**src/rtl/interboard_tx_pkg.sv**
```systemverilog
// interboard_tx_pkg: shared definitions for the board-to-board link.
// Holds the message type codes used by the Bingo game FSMs, the frame
// geometry (payload width and parity width), the transmit FSM state type
// and the parity helper shared with the receive side.
package interboard_tx_pkg;

  // Message type codes carried in ctrl_msg_type.
  localparam logic [2:0] MsgNone      = 3'b000;
  localparam logic [2:0] MsgStateTurn = 3'b001;
  localparam logic [2:0] MsgStateWin  = 3'b010;
  localparam logic [2:0] MsgSelNum    = 3'b011;
  localparam logic [2:0] MsgStateLose = 3'b100;
  localparam logic [2:0] MsgRestart   = 3'b101;

  // Frame geometry: {en, msg_type[2:0], number[4:0]} plus optional parity.
  localparam int unsigned FrameWidth  = 9;
  localparam int unsigned ParityWidth = 1;

  typedef enum logic [2:0] {
    StIdle,
    StSetup,
    StReqHi,
    StReqLo,
    StDone
  } tx_state_e;

  // Even parity: the appended bit makes the total count of ones even.
  function automatic logic even_parity(input logic [FrameWidth-1:0] payload);
    return ^payload;
  endfunction

endpackage

```
**src/rtl/interboard_tx_sync_bit.sv**
```systemverilog
// interboard_tx_sync_bit: single-bit synchronizer for asynchronous link
// wires (the link's sync_bit, also used by the receive side).
// Ports:
//   clk  - destination clock
//   rst  - synchronous active-high reset, clears the whole chain
//   d    - asynchronous input
//   q    - input after STAGES flops (STAGES is clamped to at least 2)
module interboard_tx_sync_bit #(
  parameter int unsigned STAGES = 2
) (
  input  logic clk,
  input  logic rst,
  input  logic d,
  output logic q
);

  localparam int unsigned Depth = (STAGES < 2) ? 2 : STAGES;

  logic [Depth-1:0] chain_q;

  always_ff @(posedge clk) begin
    if (rst) begin
      chain_q <= '0;
    end else begin
      chain_q <= {chain_q[Depth-2:0], d};
    end
  end

  assign q = chain_q[Depth-1];

endmodule

```
**src/rtl/interboard_tx.sv**
```systemverilog
// interboard_tx: transmit end of the board-to-board link. Captures one
// control message and sends it MSB first over a 4-phase req/ack handshake,
// one bit per handshake, with a per-phase timeout.
// Ports:
//   clk, rst         - clock, synchronous active-high reset
//   interboard_rst   - link reset, same effect as rst
//   transmit         - send request, only honoured in IDLE
//   ctrl_en, ctrl_msg_type, ctrl_number - message fields, captured on send
//   interboard_ack   - peer acknowledge (asynchronous, synchronized here)
//   interboard_req   - request strobe to peer
//   interboard_data  - serial data bit to peer
//   inter_ready      - one-cycle pulse when the whole frame was acknowledged
//   tx_busy          - high from capture until back in IDLE
//   tx_error         - one-cycle pulse when a handshake phase timed out
// Build option: define INTERBOARD_PARITY_EN to append an even-parity bit
// after ctrl_number[0] (10-bit frame). The port list does not change.
module interboard_tx
  import interboard_tx_pkg::*;
#(
  parameter int unsigned SYNC_STAGES    = 2,
  parameter int unsigned TIMEOUT_CYCLES = 1000000
) (
  input  logic       clk,
  input  logic       rst,
  input  logic       interboard_rst,
  input  logic       transmit,
  input  logic       ctrl_en,
  input  logic [2:0] ctrl_msg_type,
  input  logic [4:0] ctrl_number,
  input  logic       interboard_ack,
  output logic       interboard_req,
  output logic       interboard_data,
  output logic       inter_ready,
  output logic       tx_busy,
  output logic       tx_error
);

`ifdef INTERBOARD_PARITY_EN
  localparam int unsigned FrameLen = FrameWidth + ParityWidth;
`else
  localparam int unsigned FrameLen = FrameWidth;
`endif
  localparam int unsigned IdxW   = $clog2(FrameLen);
  localparam int unsigned TimerW = (TIMEOUT_CYCLES > 1) ? $clog2(TIMEOUT_CYCLES) : 1;
  localparam logic [TimerW-1:0] TimerMax = TimerW'(TIMEOUT_CYCLES - 1);
  localparam logic [IdxW-1:0]   LastIdx  = IdxW'(FrameLen - 1);

  logic rst_any;
  logic ack_s;

  logic [FrameWidth-1:0] payload;
  logic [FrameLen-1:0]   frame_in;

  tx_state_e             state_q, state_d;
  logic [FrameLen-1:0]   shift_q, shift_d;
  logic [IdxW-1:0]       idx_q, idx_d;
  logic [TimerW-1:0]     timer_q, timer_d;
  logic                  tx_error_q, tx_error_d;

  logic waiting;
  logic last_bit;

  assign rst_any = rst | interboard_rst;

  interboard_tx_sync_bit #(
    .STAGES (SYNC_STAGES)
  ) u_ack_sync (
    .clk (clk),
    .rst (rst_any),
    .d   (interboard_ack),
    .q   (ack_s)
  );

  assign payload = {ctrl_en, ctrl_msg_type, ctrl_number};
`ifdef INTERBOARD_PARITY_EN
  assign frame_in = {payload, even_parity(payload)};
`else
  assign frame_in = payload;
`endif

  assign last_bit = (idx_q == LastIdx);

  // State register plus datapath registers.
  always_ff @(posedge clk) begin
    if (rst_any) begin
      state_q    <= StIdle;
      shift_q    <= '0;
      idx_q      <= '0;
      timer_q    <= '0;
      tx_error_q <= 1'b0;
    end else begin
      state_q    <= state_d;
      shift_q    <= shift_d;
      idx_q      <= idx_d;
      timer_q    <= timer_d;
      tx_error_q <= tx_error_d;
    end
  end

  // Next-state logic. A timeout only fires while a phase is still stalled,
  // so progress on the final allowed cycle wins over the abort.
  always_comb begin
    state_d    = state_q;
    waiting    = 1'b0;
    tx_error_d = 1'b0;
    unique case (state_q)
      StIdle:  if (transmit) state_d = StSetup;
      // Leaving SETUP needs ack_s low, so req never rises over a stale ack;
      // the SETUP cycle itself gives data one cycle of lead over req.
      StSetup: if (!ack_s) state_d = StReqHi; else waiting = 1'b1;
      StReqHi: if (ack_s) state_d = StReqLo; else waiting = 1'b1;
      StReqLo: begin
        if (!ack_s) state_d = last_bit ? StDone : StSetup;
        else        waiting = 1'b1;
      end
      StDone:  state_d = StIdle;
      default: state_d = StIdle;
    endcase
    if (waiting && (timer_q == TimerMax)) begin
      state_d    = StIdle;
      tx_error_d = 1'b1;
    end
  end

  // Shift register, bit index and per-phase timeout counter.
  always_comb begin
    shift_d = shift_q;
    idx_d   = idx_q;
    timer_d = '0;
    if ((state_q == StIdle) && transmit) begin
      shift_d = frame_in;
      idx_d   = '0;
    end else if ((state_q == StReqLo) && (state_d == StSetup)) begin
      shift_d = {shift_q[FrameLen-2:0], 1'b0};
      idx_d   = idx_q + 1'b1;
    end
    // Counter restarts on every state change.
    if (waiting && (state_d == state_q)) begin
      timer_d = timer_q + 1'b1;
    end
  end

  // Output logic.
  always_comb begin
    interboard_req  = 1'b0;
    interboard_data = 1'b0;
    inter_ready     = 1'b0;
    tx_busy         = (state_q != StIdle);
    tx_error        = tx_error_q;
    unique case (state_q)
      StSetup: interboard_data = shift_q[FrameLen-1];
      StReqHi: begin
        interboard_req  = 1'b1;
        interboard_data = shift_q[FrameLen-1];
      end
      StReqLo: interboard_data = shift_q[FrameLen-1];
      StDone:  inter_ready = 1'b1;
      default: ;
    endcase
  end

endmodule

```
**config.mk**
```make
export PLATFORM = sky130hd
export DESIGN_NAME = interboard_tx
export DESIGN_NICKNAME = d
export VERILOG_FILES = /design/src/rtl/interboard_tx_pkg.sv /design/src/rtl/interboard_tx_sync_bit.sv /design/src/rtl/interboard_tx.sv
export SDC_FILE = /design/constraint.sdc
export NUM_CORES = 1
export LEC_CHECK = 0
export CAP_MARGIN = 0
export CORE_ASPECT_RATIO = 1.25
export CORE_MARGIN = 4
export CORE_UTILIZATION = 50
export CTS_CLUSTER_DIAMETER = 80
export DETAILED_ROUTE_END_ITERATION = 12
export PLACE_DENSITY_LB_ADDON = 0.12
export SLEW_MARGIN = 15
export SYNTH_ARGS = -nofsm -noshare
export SYNTH_HDL_FRONTEND = slang
export SYNTH_SLANG_ARGS = --single-unit
export TNS_END_PERCENT = 5
```
**constraint.sdc**
```tcl
create_clock -name clk -period 1.68 [get_ports clk]
set_input_delay 0.336 -clock clk [delete_from_list [all_inputs] [get_ports clk]]
set_output_delay 0.336 -clock clk [all_outputs]
set_load 0.01 [all_outputs]
```
==> results of run 1 <==
## flip-flops by register name, indices dropped and copies added (netlist names)
register / count
state_q: 3
shift_q: 9
tx_error: 1
timer_q: 20
idx_q: 4
u_ack_sync.chain_q: 2
## synthesized netlist by cell type (all sizes together)
cell | instances | share of area
dfxtp | 39 | 0.44
nor2 | 22 | 0.046
a21oi | 11 | 0.033
nand2 | 11 | 0.023
nor3 | 11 | 0.034
o21ai | 11 | 0.031
xnor2 | 11 | 0.054
nand3 | 10 | 0.031
xor2 | 10 | 0.049
mux2i | 9 | 0.051
nand4 | 7 | 0.025
nor4 | 6 | 0.030
clkbuf | 5 | 0.011
inv | 5 | 0.011
buf | 4 | 0.016
nor3b | 4 | 0.017
and2 | 3 | 0.011
ha | 3 | 0.021
nand3b | 3 | 0.013
and3 | 2 | 0.0070
or3 | 2 | 0.0070
or4b | 2 | 0.013
a31oi | 1 | 0.0035
a41oi | 1 | 0.0049
nand2b | 1 | 0.0035
nor2b | 1 | 0.0035
nor4b | 1 | 0.0049
or2 | 1 | 0.0035
or4 | 1 | 0.0042
## metrics by stage
step	cells	util	worst slack (ps)	hold WS, ps
after floorplan	198	-	-38.6	406
after global placement	272	0.664	-63.9	415
after detailed placement	272	0.664	-103	420
after CTS	278	0.689	-129	442
after global routing	278	0.695	-171	455
final	278	0.695	-89.8	436
## power by group through the flow
stage | sequential [W] | clock [W] | combinational [W]
final | 0.000948 | 0.000576 | 0.000101
after global placement | 0.000966 | 0 | 0.0000978
after CTS | 0.000946 | 0.000596 | 0.000100
after detailed placement | 0.000967 | 0 | 0.000100
after global routing | 0.000949 | 0.000630 | 0.000111
after floorplan | 0.000962 | 0 | 0.0000501
## what timing repair did
action,CTS,global route
pin swaps,2,1
endpoints found under the setup margin,18,24
endpoints found under the hold margin,0,0
gates resized for setup,8,6
## cells by family after synthesis
family          Yosys count  share of synthesized area
simple gates             88                      0.276
flops                    39                      0.439
compound gates           24                     0.0725
xor+xnor                 21                      0.103
buf+inv                  14                     0.0373
mux                       9                     0.0507
fa+ha+maj                 3                     0.0211
## layer usage
| layer | GRT usage | share of wire | vias to the layer above | routed length, um |
|---|---|---|---|---|
| met2 | 0.346 | 0.56 | 32 | 2080 |
| li1 | - | - | 775 | - |
| met1 | 0.182 | 0.39 | 708 | 1460 |
| met3 | 0.0497 | 0.037 | 8 | 139 |
| met4 | 0.0755 | 0.016 | 0 | 58 |
| met5 | 0 | 0 | - | 0 |
## worst register-to-register path: stages, from the launching register on
cell     delay (ps)
dfxtp_1         310
or4b_4          540
nor4_4          260
a41oi_1         170
a21oi_2         170
buf_12          150
nor3_1           60
## layout by cell type (no fill, tap or decap), types with 9 or more instances in the layout
cell	n
buf_4	24
xor2_1	10
nor3_1	9
mux2i_1	9
xnor2_1	11
clkdlybuf4s50_1	15
nand2_1	11
a21oi_1	10
nand3_1	9
nor2_1	21
o21ai_0	11
dfxtp_1	34
## worst max path at each step
stage / startpoint / to / slack (ps) / depth (start not counted)
after floorplan: timer_q[15] / timer_q[14] / -40 / 6
after global placement: timer_q[15] / timer_q[9] / -60 / 6
after detailed placement: timer_q[15] / timer_q[14] / -100 / 6
after CTS: state_q[0] / inter_ready / -130 / 3
after global routing: timer_q[7] / timer_q[14] / -170 / 6
final: timer_q[7] / timer_q[14] / -90 / 6
## layout make-up
type                       count  area share
timing repair buffer          46       0.184
clock buffer                   6      0.0315
multi-input combinational    145       0.414
sequential                    39       0.342
inverter                       5     0.00816
tap                           37      0.0201
==> run_results.csv, run 1 <==
group,metric,value,unit
setup_path,cp_data_required_time,1860,ps
sta,setup_slack,-89.8,ps
routing,wl_per_cell,13.4,um
min_path,holdPathEnd,"u_ack_sync.chain_q[1]",
placed_design,dpl_cell_area,0.00220,mm^2
clock_network,cts_max_level,2,
sta,slew_viol_final,0,
floorplan,row_count,23,
setup_path,crit_slowest_cell,"or4b_4",
floorplan,initial_core_util,0.537,
sta,finalSetupTns,-915,ps
sta,clock_skew,8.07,ps
floorplan,dieWidth,61.3,um
setup_path,start_kind,"flip-flop",
clock_network,clock-root-buffer,"clkbuf_8",
sta,tightest_slew,470,ps
clock_network,clk_latency,290,ps
yosys,syn_avg_cell_area,8.98,um^2
yosys,syn_area,0.00178,mm^2
setup_path,worstSetupPathType,"reg -> reg",
pwr,power.density,706,mW/mm^2
routing,drc,0,
sta,max_slew_margin,0.686,
run,cap_viol_max_count,0,
yosys,synth_cell_types,36,
yosys,yosys_warnings,0,
finish,diodes,0,
finish,nets,259,
outcome,violations,"negative setup slack",
routing,avgViaCountPerCell,5.48,
clock_network,cts.path.max_buffers,2,
global_route,grt_max_degree,21,
clock_network,clock_sink_count,39,
yosys,syn-num-nets,215,
pwr,p_comb_frac,0.062,
yosys,ys_seq_elements,39,
global_route,antenna_found_initial,0,
pwr,worst_ir_drop_vdd,0.594,mV
setup_path,critical_path.top_delay_family,"simple AND/OR/NAND/NOR gates",
pwr,p_leak,0.823,nW
setup_path,rrSetupSlack,-90,ps
setup_path,worst-path-max-fanout,11,
global_route,grt_pass1_vias,1480,
pwr,p_total,0.00162,W
setup_path,r2r_start,"timer_q[7]",
routing,drtIter0Drc,51,
outcome,status,"finished with violations",
pwr,p_sw,0.000351,W
routing,dr_total_vias,1523,
min_path,hp-start,"u_ack_sync.chain_q[0]",
placed_design,port_buffers,18,
finish,regArea,787,um^2
sta,finalSetupViolCount,12,
finish,design_area,0.00230,mm^2
setup_path,ff2ff_path_depth,6,
global_route,track_usage,0.183,
setup_path,path_buf_inv,1,
routing,ant_nets,0,
global_route,grt-ovfl-total,0,
sta,hold_viol,0,
routing,wirelength,3730,um
pwr,internal-power,0.00127,W
clock_network,numCtsBuffers,5,
min_path,hold_depth,1,
pwr,clockPowerShare,0.354,
floorplan,coreArea,0.00331,mm^2
sta,fin_crit,1770,ps
yosys,yosysSeqAreaShare,0.439,
yosys,netlist_instances,198,
setup_path,cp_cell_sequence,"or4b_4 -> nor4_4 -> a41oi_1 -> a21oi_2 -> buf_12 -> nor3_1",
setup_path,cp_slowest_stage_delay,540,ps
sta,rsz0062_at_grt,"true",
sta,layout_worst_path_cycle_share,1.05,
floorplan,dieArea,0.00458,mm^2
setup_path,worstSetupEndpointType,"flip-flop",
clock_network,holdBufCountCts,0,
routing,drtPass1Iterations,4,
clock_network,postCtsSetupBuffers,0,
clock_network,cts_tree,"built",
sta,fmax,0.565,GHz
finish,fillers,277,
finish,multiInputGateArea,953,um^2
floorplan,die_y,74.7,um
setup_path,reg2reg_to,"timer_q[14]",
placed_design,hpwl,2840,um
floorplan,io_pins,19,
setup_path,arrival,1950,ps
placed_design,place.gp.congestion,0.782,
finish,drive_gt1_frac,0.199,
min_path,holdCritPathClass,"reg -> reg",
pwr,swShare,0.216,
clock_network,clk_pin_slew_worst_paths,70,ps
global_route,grt_pass1_wl,6240,um
finish,area_growth,29.4,%
pwr,seqPwrFrac,0.583,
Power figures use the tool's default switching activity.
==> inputs of run 2 (changes only) <==
Settings changed: CTS_CLUSTER_DIAMETER 80 to unset.
==> results of run 2 <==
The final DEF is identical to that of run 1; final timing and power are the same.
